## src/rtl/servo_pwm_bank.sv

```systemverilog
// rtl/servo_pwm_bank.sv - N-channel servo PWM bank with clamped targets and a shared frame counter
// Optional macro SERVO_SLEW_EN: limit per-frame change of each active pulse width to STEP cycles.
module servo_pwm_bank #(
    parameter int NUM_CH    = 3,
    parameter int CNT_W     = 24,
    parameter int PERIOD    = 2000000,
    parameter int MIN_PULSE = 100000,
    parameter int MAX_PULSE = 200000,
    parameter int STEP      = 1000
) (
    input  logic                                          clk_i,
    input  logic                                          reset_i,
    input  logic                                          en_i,
    input  logic                                          wr_valid_i,
    output logic                                          wr_ready_o,
    input  logic [((NUM_CH > 1) ? $clog2(NUM_CH) : 1)-1:0] wr_ch_i,
    input  logic [CNT_W-1:0]                              wr_pulse_i,
    output logic                                          wr_err_o,
    output logic [NUM_CH-1:0]                             servo_out_o,
    output logic [NUM_CH-1:0]                             busy_o,
    output logic                                          frame_tick_o
);

    localparam int CH_W = (NUM_CH > 1) ? $clog2(NUM_CH) : 1;
    localparam logic [CNT_W-1:0] MIN_L    = CNT_W'(MIN_PULSE);
    localparam logic [CNT_W-1:0] MAX_L    = CNT_W'(MAX_PULSE);
    localparam logic [CNT_W-1:0] CENTER   = CNT_W'((MIN_PULSE + MAX_PULSE) / 2);
    localparam logic [CNT_W-1:0] LAST     = CNT_W'(PERIOD - 1);
    localparam logic [CH_W:0]    NUM_CH_L = (CH_W + 1)'(NUM_CH);
`ifdef SERVO_SLEW_EN
    localparam logic [CNT_W-1:0] STEP_L   = CNT_W'(STEP);
`endif

    logic [CNT_W-1:0]  cnt_q, cnt_d;
    logic [CNT_W-1:0]  tgt_q [NUM_CH];
    logic [CNT_W-1:0]  tgt_d [NUM_CH];
    logic [CNT_W-1:0]  cur_q [NUM_CH];
    logic [CNT_W-1:0]  cur_d [NUM_CH];
    logic [NUM_CH-1:0] servo_q, servo_d;
    logic [NUM_CH-1:0] busy_q, busy_d;
    logic              wr_ready_q, wr_ready_d;
    logic              wr_err_q, wr_err_d;
    logic              tick_q;
    logic              boundary;
    logic              accept;
    logic              ch_ok;
    logic [CNT_W-1:0]  wr_clamped;

    always_comb begin
        boundary = en_i && (cnt_q == LAST);
        accept   = wr_valid_i && wr_ready_q;
        ch_ok    = ({1'b0, wr_ch_i} < NUM_CH_L);

        if (wr_pulse_i < MIN_L) begin
            wr_clamped = MIN_L;
        end else if (wr_pulse_i > MAX_L) begin
            wr_clamped = MAX_L;
        end else begin
            wr_clamped = wr_pulse_i;
        end

        if (!en_i || boundary) begin
            cnt_d = '0;
        end else begin
            cnt_d = cnt_q + 1'b1;
        end

        // Ready is withheld for the cycle the counter will sit on the frame boundary,
        // so a target write can never race the cur update.
        wr_ready_d = (cnt_d != LAST);
        wr_err_d   = accept && !ch_ok;

        for (int i = 0; i < NUM_CH; i++) begin
            tgt_d[i]   = tgt_q[i];
            cur_d[i]   = cur_q[i];
            servo_d[i] = en_i && (cnt_q < cur_q[i]);
            busy_d[i]  = (cur_q[i] != tgt_q[i]);

            if (accept && (wr_ch_i == CH_W'(i))) begin
                tgt_d[i] = wr_clamped;
            end

            if (boundary) begin
`ifdef SERVO_SLEW_EN
                if (cur_q[i] < tgt_q[i]) begin
                    cur_d[i] = ((tgt_q[i] - cur_q[i]) > STEP_L) ? (cur_q[i] + STEP_L) : tgt_q[i];
                end else if (cur_q[i] > tgt_q[i]) begin
                    cur_d[i] = ((cur_q[i] - tgt_q[i]) > STEP_L) ? (cur_q[i] - STEP_L) : tgt_q[i];
                end
`else
                cur_d[i] = tgt_q[i];
`endif
            end
        end
    end

    always_ff @(posedge clk_i) begin
        if (reset_i) begin
            cnt_q      <= '0;
            servo_q    <= '0;
            busy_q     <= '0;
            wr_ready_q <= 1'b0;
            wr_err_q   <= 1'b0;
            tick_q     <= 1'b0;
            for (int i = 0; i < NUM_CH; i++) begin
                tgt_q[i] <= CENTER;
                cur_q[i] <= CENTER;
            end
        end else begin
            cnt_q      <= cnt_d;
            servo_q    <= servo_d;
            busy_q     <= busy_d;
            wr_ready_q <= wr_ready_d;
            wr_err_q   <= wr_err_d;
            tick_q     <= boundary;
            for (int i = 0; i < NUM_CH; i++) begin
                tgt_q[i] <= tgt_d[i];
                cur_q[i] <= cur_d[i];
            end
        end
    end

    assign wr_ready_o   = wr_ready_q;
    assign wr_err_o     = wr_err_q;
    assign servo_out_o  = servo_q;
    assign busy_o       = busy_q;
    assign frame_tick_o = tick_q;

endmodule

```

## config.mk

```make
export PLATFORM = sky130hd
export DESIGN_NAME = servo_pwm_bank
export DESIGN_NICKNAME = d
export VERILOG_FILES = /design/src/rtl/servo_pwm_bank.sv
export SDC_FILE = /design/constraint.sdc
export NUM_CORES = 1
export LEC_CHECK = 0
export BUFFER_PORTS_ARGS = -buffer_cell sky130_fd_sc_hd__buf_4
export CAP_MARGIN = 20
export CORE_MARGIN = 3
export CORE_UTILIZATION = 37
export CTS_CLUSTER_DIAMETER = 200
export CTS_CLUSTER_SIZE = 10
export DETAILED_ROUTE_END_ITERATION = 10
export HOLD_SLACK_MARGIN = 0.06
export PLACE_DENSITY_LB_ADDON = 0.08
export RECOVER_POWER = 100
export SYNTH_ARGS = -nofsm -noshare
export SYNTH_HDL_FRONTEND = slang
export SYNTH_SLANG_ARGS = --single-unit
```

## constraint.sdc

```tcl
create_clock -name clk_i -period 2.75 [get_ports clk_i]
set_clock_uncertainty 0.2 [all_clocks]
set_input_delay 0.275 -clock clk_i [delete_from_list [all_inputs] [get_ports clk_i]]
set_output_delay 0.275 -clock clk_i [all_outputs]
set_load 0.02 [all_outputs]
```

==> impl_metrics.sql, run 1 <==
INSERT INTO impl_metrics (metric_group, metric, value, unit) VALUES
('worst_setup_path', 'timing.critical_path.cells', 'dlygate4sd3_1 > buf_4 > or4_1 > o31ai_2 > a211oi_1 > a211oi_4 > buf_4 > nor2b_1 > buf_4 > a211oi_1', ''),
('routing', 'drt-initial-drc-count', '508', ''),
('power', 'clkPwrFrac', '0.463', ''),
('power', 'pwr-share-comb', '0.053', ''),
('yosys', 'ys_types', '52', ''),
('cells_and_area', 'post_route_cells_drive_above_1_share', '0.0932', ''),
('cts', 'level_count_of_the_clock_h_tree', '4', ''),
('floorplan', 'std_cell_core_area', '23800', 'um2'),
('sta', 'worst_slew_margin_rel', '0.177', ''),
('sta', 'final_slew_viol_count', '0', ''),
('yosys', 'post_synth_inst_count', '1102', ''),
('cts', 'cts_sinks', '177', ''),
('routing', 'route.vias.total', '7798', ''),
('min_path', 'min_to', 'tgt_q[0][40]$_SDFFE_PP0P_', ''),
('worst_setup_path', 'critical-path-slowest-cell', 'sky130_fd_sc_hd__dlygate4sd3_1', ''),
('routing', 'wl_per_cell', '18.8', 'um'),
('worst_setup_path', 'data_required_time_of_the_worst_path', '2830', 'ps'),
('floorplan', 'fp.dieArea', '26500', 'um2'),
('worst_setup_path', 'endpoint_kind', 'register', ''),
('cts', 'number_of_buffers_created_by_cts', '17', ''),
('min_path', 'timing.hold.worst.class', 'in2reg', ''),
('yosys', 'avgSynthCellArea', '8.24', 'um2'),
('yosys', 'dominantRegCellSynth', 'sky130_fd_sc_hd__dfxtp_1', ''),
('global_routing', 'grt_start_max_net_pins', '76', ''),
('sta', 'fmax', '386', 'MHz'),
('placement', 'numPortBuffers', '38', ''),
('worst_setup_path', 'cpMostUsedCell', 'sky130_fd_sc_hd__buf_4', ''),
('outcome', 'outcome', 'completed', ''),
('yosys', 'synth-xor-area-share', '0.0916', ''),
('yosys', 'synth-seq-cells', '177', ''),
('power', 'cellPowerDensity', '511', 'nW/um2'),
('power', 'power.share.switching', '0.270', ''),
('power', 'power.ir.vdd_worst', '0.368', 'mV'),
('yosys', 'synth.mux.area_fraction', '0.00124', ''),
('power', 'share_seq_of_total_power', '0.484', ''),
('worst_setup_path', 'worst_ep_arrival_time', '2680', 'ps'),
('sta', 'final_period_minus_worst_setup_slack', '2590', 'ps'),
('cells_and_area', 'antenna_cells_inserted', '0', ''),
('power', 'power_report.internal_total', '3970', 'uW'),
('worst_setup_path', 'cp_slowest_stage_delay', '540', 'ps'),
('worst_setup_path', 'critPathMaxFanout', '9', ''),
('routing', 'drt_first_pass_iters', '5', ''),
('yosys', 'synth-compound-area-share', '0.147', ''),
('sta', 'post_route_fraction_of_the_period_consumed_by_the_critical_path', '0.943', ''),
('floorplan', 'fp.dieW', '163', 'um'),
('routing', 'drt_wl_total', '28200', 'um'),
('worst_setup_path', 'r2r-start', 'cnt_q[22]$_SDFF_PP0_', ''),
('min_path', 'min_from', 'wr_pulse_i[16]', ''),
('routing', 'ant_nets', '0', ''),
('worst_setup_path', 'critical_path.startpoint_type', 'primary input', ''),
('yosys', 'synthDominantAreaCellType', 'sky130_fd_sc_hd__dfxtp_1', ''),
('cells_and_area', 'layout-area-overhead-vs-synth', '17.1', '%'),
('placement', 'dp_hpwl', '20500', 'um'),
('min_path', 'worstHoldPathCells', '4', ''),
('global_routing', 'grt_first_pass_wirelength', '43600', 'um'),
('sta', 'timing.final.hold_violations', '0', ''),
('cts', 'worst_skew_pair.late_latency', '440', 'ps'),
('yosys', 'synth-warning-count', '0', ''),
('yosys', 'post_synth_main_area_contributors', 'sky130_fd_sc_hd__dfxtp_1, sky130_fd_sc_hd__ha_1, sky130_fd_sc_hd__nand2_1', ''),
('yosys', 'async_reset_ff_frac', '0', ''),
('run', 'cap_violations', '0', ''),
('cells_and_area', 'layoutNonFillerInstCount', '1499', ''),
('yosys', 'synth_edf_count', '0', ''),
('worst_setup_path', 'ff2ff_path_depth', '5', ''),
('cells_and_area', 'finish.net_count', '1267', ''),
('yosys', 'netlist.area_leader.share', '0.390', ''),
('sta', 'rsz0062_at_grt', 'no', ''),
('global_routing', 'grt_pass1_vias', '7321', ''),
('floorplan', 'initial_core_util', '0.381', ''),
('yosys', 'synth_simple_gate_area_share', '0.212', ''),
('power', 'switching_component_of_the_power', '1470', 'uW');
## critical path: cells and delay by family
| family | cells | cell delay (ps) |
|---|---|---|
| buffers and inverters | 4 | 1040 |
| and+or+nand+nor | 2 | 670 |
| AOI/OAI and AO/OA | 4 | 690 |
## metrics by stage
stage | worst slack, ps | hold slack, ps | cell area, um2 | total power [uW]
6_report | 156 | 100 | 10600 | 5440
5_1_grt | 10.5 | 109 | 10600 | 5630
4_1_cts | 133 | 85.2 | 10700 | 5510
3_5_place_dp | 170 | 274 | 9910 | 2970
3_3_place_gp | 112 | 266 | 9910 | 2970
2_1_floorplan | 435 | 223 | 9080 | 2830
## worst max path at each step
| stage | startpoint | to | slack [ps] | cells after the start |
|---|---|---|---|---|
| after detailed placement | cnt_q[5]$_SDFF_PP0_ | servo_out_o[1]$_SDFF_PP0_ | 170 | 7 |
| after CTS | cnt_q[5]$_SDFF_PP0_ | servo_out_o[1]$_SDFF_PP0_ | 130 | 7 |
| after global routing | wr_pulse_i[5] | tgt_q[0][40]$_SDFFE_PP0P_ | 10 | 10 |
| after floorplan | cnt_q[8]$_SDFF_PP0_ | wr_ready_o$_SDFF_PP0_ | 440 | 7 |
| after global placement | cnt_q[5]$_SDFF_PP0_ | servo_out_o[1]$_SDFF_PP0_ | 110 | 7 |
| final | wr_pulse_i[5] | tgt_q[0][16]$_SDFFE_PP0P_ | 160 | 10 |
## logic make-up after synthesis
group,count (synthesis)
compound gates,215
xor+xnor,95
mux,1
simple gates,406
buf+inv,138
flops,177
fa+ha+maj,70
## routing by layer
layer  track usage  vias to the layer above  wire [um]
met5             0                        -          0
met4        0.0473                        0        391
met3        0.0315                       26       1010
met2         0.324                      167      12400
met1         0.324                     3674      14400
li1              -                     3931          -
## sequential cells by signal, indices dropped and copies added, names as in the netlist
signal        cells
cnt_q            24
wr_err_o          1
cur_q            72
tgt_q            72
busy_o            3
servo_out_o       3
wr_ready_o        1
frame_tick_o      1
## power groups by stage
| stage | logic [uW] | registers (uW) | clock network, uW |
|---|---|---|---|
| after floorplan | 137 | 2690 | 0 |
| after global placement | 279 | 2690 | 0 |
| after detailed placement | 280 | 2690 | 0 |
| after CTS | 299 | 2630 | 2580 |
| after global routing | 314 | 2630 | 2680 |
| final | 287 | 2630 | 2520 |
## layout make-up
type | instances | area (um2) | share of cell area
Clock buffer | 17 | 425 | 0.0400
Timing Repair Buffer | 103 | 779 | 0.0733
Sequential cell | 177 | 3540 | 0.333
Clock inverter | 15 | 210 | 0.0198
Multi-Input combinational cell | 787 | 4980 | 0.468
Inverter | 81 | 304 | 0.0286
Tap cell | 319 | 399 | 0.0375
## cells in the final DEF, fill, tap and decap left out, types with 8 or more instances in the layout
master,n
sky130_fd_sc_hd__xor2_1,32
sky130_fd_sc_hd__nor4_1,14
sky130_fd_sc_hd__clkbuf_16,17
sky130_fd_sc_hd__nand3_1,47
sky130_fd_sc_hd__clkbuf_1,15
sky130_fd_sc_hd__nand4_1,27
sky130_fd_sc_hd__dfxtp_1,177
sky130_fd_sc_hd__clkinv_8,8
sky130_fd_sc_hd__ha_1,70
sky130_fd_sc_hd__dlygate4sd3_1,17
sky130_fd_sc_hd__nand2_1,177
sky130_fd_sc_hd__inv_1,80
sky130_fd_sc_hd__xnor2_1,63
sky130_fd_sc_hd__and3_1,21
sky130_fd_sc_hd__o21ai_0,27
sky130_fd_sc_hd__nor2b_1,11
sky130_fd_sc_hd__a21oi_1,94
sky130_fd_sc_hd__a211oi_1,17
sky130_fd_sc_hd__buf_4,66
sky130_fd_sc_hd__o211ai_1,37
sky130_fd_sc_hd__nor2_1,53
sky130_fd_sc_hd__nor3_1,16
sky130_fd_sc_hd__a31oi_1,8
## repair_timing
item / CTS / global route
hold buffers: 17 / 0
endpoints found under the setup margin: 0 / 2
gates resized for setup: 0 / 3
hold endpoints to repair: 43 / 0
Power figures use the tool's default switching activity.
==> inputs of run 2 (changes only) <==
CTS_BUF_LIST = sky130_fd_sc_hd__clkbuf_8   (was default)
clock period = 2.3 ns   (was 2.75 ns; I/O delays follow)
==> run 2 against run 1 <==
Die area unchanged; clock-buffer cell count unchanged; wire length increased by 3.4%; highest routed layer unchanged.
==> impl_metrics.sql, run 2 (same netlist as run 1, synthesis figures left out) <==
INSERT INTO impl_metrics (metric_group, metric, value, unit) VALUES
('outcome', 'outcome', 'completed', ''),
('min_path', 'worstHoldPathCells', '6', ''),
('cells_and_area', 'antenna_cells_inserted', '0', ''),
('sta', 'post_route_fraction_of_the_period_consumed_by_the_critical_path', '0.986', ''),
('cts', 'level_count_of_the_clock_h_tree', '4', ''),
('cells_and_area', 'post_route_cells_drive_above_1_share', '0.162', ''),
('cells_and_area', 'mostFrequentLayoutCell', 'sky130_fd_sc_hd__nand2_1', ''),
('cells_and_area', 'layoutNonFillerInstCount', '1556', ''),
('worst_setup_path', 'cp_slowest_stage_delay', '440', 'ps'),
('routing', 'drt_first_pass_iters', '5', ''),
('placement', 'numPlacedInstances', '1487', ''),
('sta', 'rsz0062_at_grt', 'yes', ''),
('floorplan', 'fp.dieArea', '26500', 'um2'),
('routing', 'wl_per_cell', '18.8', 'um'),
('cells_and_area', 'reg.largest.list', 'cur_q: 72 flops, tgt_q: 72 flops, cnt_q: 24 flops', ''),
('global_routing', 'grt.total_usage', '0.217', ''),
('worst_setup_path', 'critical-path-slowest-cell', 'sky130_fd_sc_hd__or4_4', ''),
('power', 'cellPowerDensity', '516', 'nW/um2'),
('sta', 'max_slew.worst_pin.slew', '1080', 'ps'),
('min_path', 'timing.hold.worst.class', 'in2reg', ''),
('power', 'cellLeakagePower', '0.00459', 'uW'),
('routing', 'ant_nets', '0', ''),
('worst_setup_path', 'ff2ff_path_depth', '8', ''),
('worst_setup_path', 'cp_num_cells', '8', ''),
('cts', 'cts_sinks', '177', ''),
('cts', 'number_of_buffers_created_by_cts', '17', ''),
('floorplan', 'die_h', '163', 'um'),
('global_routing', 'grt_first_pass_wirelength', '44400', 'um'),
('placement', 'gp_routability_congestion', '0.888', ''),
('worst_setup_path', 'crit_family', 'simple AND/OR/NAND/NOR gates', ''),
('placement', 'numPortBuffers', '38', ''),
('worst_setup_path', 'timing.critical_path.cells', 'or2_4 > or4_4 > nor3_4 > buf_4 > and2_4 > clkbuf_16 > nand2_1 > a21oi_1', ''),
('routing', 'route.vias.total', '8038', ''),
('cts', 'clockBufferDepth', '2', ''),
('cells_and_area', 'top_library_cells_by_usage_in_the_layout_fill_and_taps_aside', 'sky130_fd_sc_hd__nand2_1, sky130_fd_sc_hd__dfxtp_1, sky130_fd_sc_hd__buf_4', ''),
('floorplan', 'number_of_placement_rows', '56', ''),
('sta', 'final_period_minus_worst_setup_slack', '2270', 'ps'),
('worst_setup_path', 'critPathMaxFanout', '8', ''),
('worst_setup_path', 'endpoint_kind', 'register', ''),
('global_routing', 'grt_start_max_net_pins', '81', ''),
('sta', 'final_slew_viol_count', '0', ''),
('worst_setup_path', 'cp.buffers_inverters', '2', ''),
('global_routing', 'antenna_found_initial', '0', ''),
('run', 'cap_violations', '0', ''),
('cells_and_area', 'finish.net_count', '1324', ''),
('sta', 'worst_slew_margin_rel', '0.279', ''),
('routing', 'drc_violation_count_after_routing', '0', ''),
('worst_setup_path', 'critical_path.startpoint_type', 'register', ''),
('floorplan', 'fp.dieW', '163', 'um'),
('worst_setup_path', 'data_required_time_of_the_worst_path', '2500', 'ps'),
('sta', 'final.setup.tns', '0', 'ps'),
('placement', 'dp_hpwl', '20700', 'um'),
('floorplan', 'boundaryPins', '39', ''),
('routing', 'vias_per_cell', '5.17', ''),
('sta', 'timing.final.hold_violations', '0', ''),
('worst_setup_path', 'worst_ep_arrival_time', '2470', 'ps'),
('routing', 'drt-initial-drc-count', '558', ''),
('floorplan', 'std_cell_core_area', '23800', 'um2'),
('cts', 'cts_tree', 'done', ''),
('cts', 'clk_pin_slew', '130', 'ps'),
('cells_and_area', 'layout-area-overhead-vs-synth', '23.6', '%'),
('global_routing', 'grt_pass1_vias', '7705', ''),
('routing', 'drt_wl_total', '29200', 'um'),
('worst_setup_path', 'criticalPathCategory', 'reg2reg', ''),
('power', 'power.ir.vdd_worst', '0.335', 'mV'),
('sta', 'fmax', '441', 'MHz'),
('global_routing', 'grt_remaining_overflow', '0', ''),
('floorplan', 'initial_core_util', '0.381', ''),
('sta', 'final-setup-viol-count', '0', ''),
('cts', 'worst_skew_pair.late_latency', '480', 'ps'),
('cts', 'ctsRootBufferMaster', 'sky130_fd_sc_hd__clkbuf_8', '');
==> run 2: cell types whose count changed in the layout (fill, tap and decap cells not counted), sizes merged <==
cell / before / now
and2: 9 / 10
buf: 68 / 113
clkbuf: 35 / 39
clkinv: 8 / 10
clkinvlp: 1 / 2
dlygate4sd3: 17 / 24
inv: 87 / 84
==> run 2: tightest hold or removal path, delay by kind of cell <==
family	cells	cell delay, ps
buf+inv	2	250
simple gates	3	200
compound gates	1	150
==> run 2: repair_timing <==
| item | CTS | global route |
|---|---|---|
| pin swaps | 0 | 16 |
| endpoints found under the hold margin | 70 | 0 |
| gates cloned | 0 | 8 |
| hold buffers | 24 | 0 |
| endpoints found under the setup margin | 51 | 74 |
| buffers inserted | 1 | 4 |
| resized for setup | 17 | 44 |
==> run 2: path summary, 6_finish.rpt <==
path,end,slack (ps),startpoint
min,tgt_q[0][17]$_SDFFE_PP1P_,200,wr_pulse_i[21]
max reg2reg,cur_q[0][13]$_SDFFE_PP0P_,30,cnt_q[22]$_SDFF_PP0_
max,cur_q[0][13]$_SDFFE_PP0P_,30,cnt_q[22]$_SDFF_PP0_
min reg2reg,cur_q[0][48]$_SDFFE_PP0P_,290,cur_q[0][48]$_SDFFE_PP0P_
==> run 2: report_power, final <==
group / switching (uW) / internal (uW) / leakage, uW
Sequential: 41.3 / 3100 / 0.00144
Clock: 1430 / 855 / 0.000208
Combinational: 216 / 153 / 0.00294
==> run 2: routing by layer <==
layer	vias up	wire, um	track usage
met5	-	0	0
met4	0	473	0.0515
met3	24	1190	0.0333
met2	176	13000	0.343
met1	3793	14500	0.312
li1	4045	-	-
==> run 2: metrics by stage <==
| stage | hold WS (ps) | util | area (um2) | power [uW] | setup WS [ps] |
|---|---|---|---|---|---|
| after floorplan | 178 | - | 9090 | 3380 | 12.2 |
| after global placement | 267 | 0.429 | 10200 | 3560 | -163 |
| after detailed placement | 269 | 0.429 | 10200 | 3560 | -180 |
| after CTS | 163 | 0.461 | 11000 | 5860 | -14.3 |
| after global routing | 213 | 0.471 | 11200 | 6010 | -31.1 |
| final | 199 | 0.471 | 11200 | 5790 | 33.3 |
==> run 2: layout make-up <==
class                      instances  area [um2]
fill                            2426       12600
clock buffer                      17         234
multi-input combinational        788        5180
clock inverter                    15         209
sequential                       177        3570
tap                              319         399
timing repair buffer             159        1330
inverter                          81         304
==> inputs of run 3 (changes only) <==
CORE_ASPECT_RATIO = 1.4   (was default)
CTS_BUF_LIST = default   (was sky130_fd_sc_hd__clkbuf_8)
CTS_CLUSTER_SIZE = default   (was 10)
==> run 3 against run 2 <==
The flow now finishes with violations (setup timing); setup slack got worse by 100 ps; sequential share of layout area decreased by 0.99 points; first-iteration DRC count decreased by 14%; via count decreased by 0.72%; largest cell class unchanged; largest power group unchanged.
==> impl_metrics.sql, run 3 (same netlist as run 1, synthesis figures left out) <==
INSERT INTO impl_metrics (metric_group, metric, value, unit) VALUES
('outcome', 'outcome', 'finished with violations', ''),
('outcome', 'failed_checks', 'setup timing', ''),
('cts', 'number_of_buffers_created_by_cts', '17', ''),
('placement', 'numPlacedInstances', '1490', ''),
('placement', 'gp_routability_congestion', '0.872', ''),
('cells_and_area', 'layoutNonFillerInstCount', '1551', ''),
('sta', 'layout_setup_ws', '-70.1', 'ps'),
('floorplan', 'boundaryPins', '39', ''),
('sta', 'rsz0062_at_grt', 'yes', ''),
('worst_setup_path', 'worst_ep_arrival_time', '2520', 'ps'),
('cts', 'ctsRootBufferMaster', 'sky130_fd_sc_hd__clkbuf_16', ''),
('sta', 'final_slew_viol_count', '0', ''),
('floorplan', 'fp.dieArea', '26500', 'um2'),
('power', 'switching_component_of_the_power', '1510', 'uW'),
('floorplan', 'std_cell_core_area', '24100', 'um2'),
('cts', 'worst_skew_pair.late_latency', '430', 'ps'),
('worst_setup_path', 'critical_path.startpoint_type', 'register', ''),
('sta', 'max_slew.worst_pin.slew', '981', 'ps'),
('worst_setup_path', 'data_required_time_of_the_worst_path', '2450', 'ps'),
('worst_setup_path', 'criticalPathCategory', 'reg2reg', ''),
('sta', 'worst_slew_margin_rel', '0.346', ''),
('placement', 'dpl_cell_area', '10300', 'um2'),
('routing', 'dr.max_layer_used', 'met4', ''),
('routing', 'vias_per_cell', '5.15', ''),
('cells_and_area', 'layout-area-overhead-vs-synth', '26.9', '%'),
('power', 'clkPwrFrac', '0.464', ''),
('worst_setup_path', 'r2r-start', 'cnt_q[11]$_SDFF_PP0_', ''),
('sta', 'hold-worst-slack', '66.5', 'ps'),
('routing', 'route.met3.wl', '894', 'um'),
('power', 'share_seq_of_total_power', '0.481', ''),
('power', 'power.share.switching', '0.230', ''),
('cells_and_area', 'finish.instance_area', '11500', 'um2'),
('worst_setup_path', 'endpoint_kind', 'register', ''),
('cts', 'cts_sinks', '177', ''),
('cells_and_area', 'finish.net_count', '1330', ''),
('min_path', 'timing.hold.worst.class', 'in2reg', ''),
('power', 'cellPowerDensity', '568', 'nW/um2'),
('power', 'power.ir.vdd_worst', '0.513', 'mV'),
('worst_setup_path', 'critPathMaxFanout', '8', ''),
('floorplan', 'number_of_placement_rows', '67', ''),
('sta', 'post_route_fraction_of_the_period_consumed_by_the_critical_path', '1.03', ''),
('cells_and_area', 'nFillCells', '2399', ''),
('floorplan', 'fp.dieW', '138', 'um'),
('routing', 'ant_nets', '0', ''),
('routing', 'drt_wl_total', '29900', 'um'),
('global_routing', 'grt_first_pass_wirelength', '44500', 'um'),
('global_routing', 'grt.total_usage', '0.216', ''),
('cells_and_area', 'reg.largest.list', 'cur_q: 72 flops, tgt_q: 72 flops, cnt_q: 24 flops', ''),
('routing', 'met1_length', '13000', 'um'),
('power', 'pwr-share-comb', '0.055', ''),
('sta', 'fmax', '422', 'MHz'),
('global_routing', 'grt_remaining_overflow', '0', ''),
('cells_and_area', 'post_route_cells_drive_above_1_share', '0.183', ''),
('routing', 'drt-initial-drc-count', '478', ''),
('cells_and_area', 'antenna_cells_inserted', '0', ''),
('worst_setup_path', 'worstSetupStartpoint', 'cnt_q[11]$_SDFF_PP0_', ''),
('min_path', 'min_from', 'wr_pulse_i[10]', ''),
('floorplan', 'initial_core_util', '0.378', ''),
('floorplan', 'die_h', '191', 'um'),
('routing', 'route.vias.total', '7980', ''),
('global_routing', 'grt_start_max_net_pins', '81', ''),
('run', 'cap_violations', '0', ''),
('routing', 'drc_violation_count_after_routing', '0', ''),
('cts', 'clockBufferDepth', '2', ''),
('routing', 'drt_first_pass_iters', '5', ''),
('cts', 'clk_pin_slew', '70', 'ps'),
('sta', 'final_period_minus_worst_setup_slack', '2370', 'ps'),
('routing', 'wl_per_cell', '19.3', 'um'),
('cts', 'level_count_of_the_clock_h_tree', '4', ''),
('sta', 'final.setup.tns', '-1870', 'ps'),
('global_routing', 'antenna_found_initial', '0', ''),
('sta', 'timing.final.hold_violations', '0', ''),
('power', 'cellLeakagePower', '0.00480', 'uW'),
('global_routing', 'grt_pass1_vias', '7876', ''),
('routing', 'met2_routed_length', '14900', 'um'),
('placement', 'dp_hpwl', '21200', 'um'),
('cells_and_area', 'mostFrequentLayoutCell', 'sky130_fd_sc_hd__dfxtp_1', ''),
('placement', 'numPortBuffers', '38', ''),
('power', 'power_report.internal_total', '5040', 'uW'),
('sta', 'final-setup-viol-count', '62', ''),
('cts', 'cts_tree', 'done', ''),
('cells_and_area', 'top_library_cells_by_usage_in_the_layout_fill_and_taps_aside', 'sky130_fd_sc_hd__dfxtp_1, sky130_fd_sc_hd__nand2_1, sky130_fd_sc_hd__buf_4', '');
run 3: power by group through the flow:
stage	logic, uW	clock network [uW]	registers [uW]
6_report	360	3040	3150
3_3_place_gp	345	0	3220
5_1_grt	392	3220	3150
3_5_place_dp	346	0	3220
2_1_floorplan	164	0	3220
4_1_cts	367	3100	3150
run 3: critical path: stages (launching register included):
cell                        delay [ps]
sky130_fd_sc_hd__dfxtp_1           330
sky130_fd_sc_hd__buf_4             170
sky130_fd_sc_hd__nor4b_1           450
sky130_fd_sc_hd__nand3_1           190
sky130_fd_sc_hd__nor3_4            200
sky130_fd_sc_hd__and2_4            320
sky130_fd_sc_hd__clkbuf_16         210
sky130_fd_sc_hd__nand2_2            50
sky130_fd_sc_hd__a21oi_1           170
run 3: path summary, 6_finish.rpt:
check                         endpoint  slack (ps)  depth (start not counted)
max reg2reg  cur_q[0][64]$_SDFFE_PP0P_         -70                          8
max          cur_q[0][64]$_SDFFE_PP0P_         -70                          8
min          tgt_q[0][34]$_SDFFE_PP0P_          70                          4
min reg2reg  cur_q[0][22]$_SDFFE_PP0P_         280                          2
run 3: layout make-up:
cell class,count,area (um2),area share
flip-flops and latches,177,3550,0.308
inverters,81,304,0.0264
clock buffers,21,470,0.0408
well taps,310,388,0.0336
repair buffers,165,1490,0.129
clock inverters,9,131,0.0114
multi-input cells,788,5190,0.451
run 3: layer usage:
| layer | track usage | up-vias |
|---|---|---|
| met2 | 0.376 | 162 |
| met1 | 0.269 | 3718 |
| met4 | 0.0928 | 0 |
| met5 | 0 | - |
| met3 | 0.0305 | 51 |
| li1 | - | 4049 |
run 3: per-stage QoR:
stage / total power, uW / worst slack, ps / util
2_1_floorplan: 3380 / 12.2 / -
3_3_place_gp: 3560 / -169 / 0.429
3_5_place_dp: 3560 / -156 / 0.429
4_1_cts: 6620 / 1.73 / 0.461
5_1_grt: 6760 / -138 / 0.479
6_report: 6550 / -70.1 / 0.479
run 3: timing repair:
action	4_1_cts	5_1_grt
pin swaps	2	10
gates resized for setup	10	52
gates cloned	0	12
hold buffers	16	0
endpoints found under the setup margin	34	88
hold endpoints to repair	55	0
setup buffers	0	3
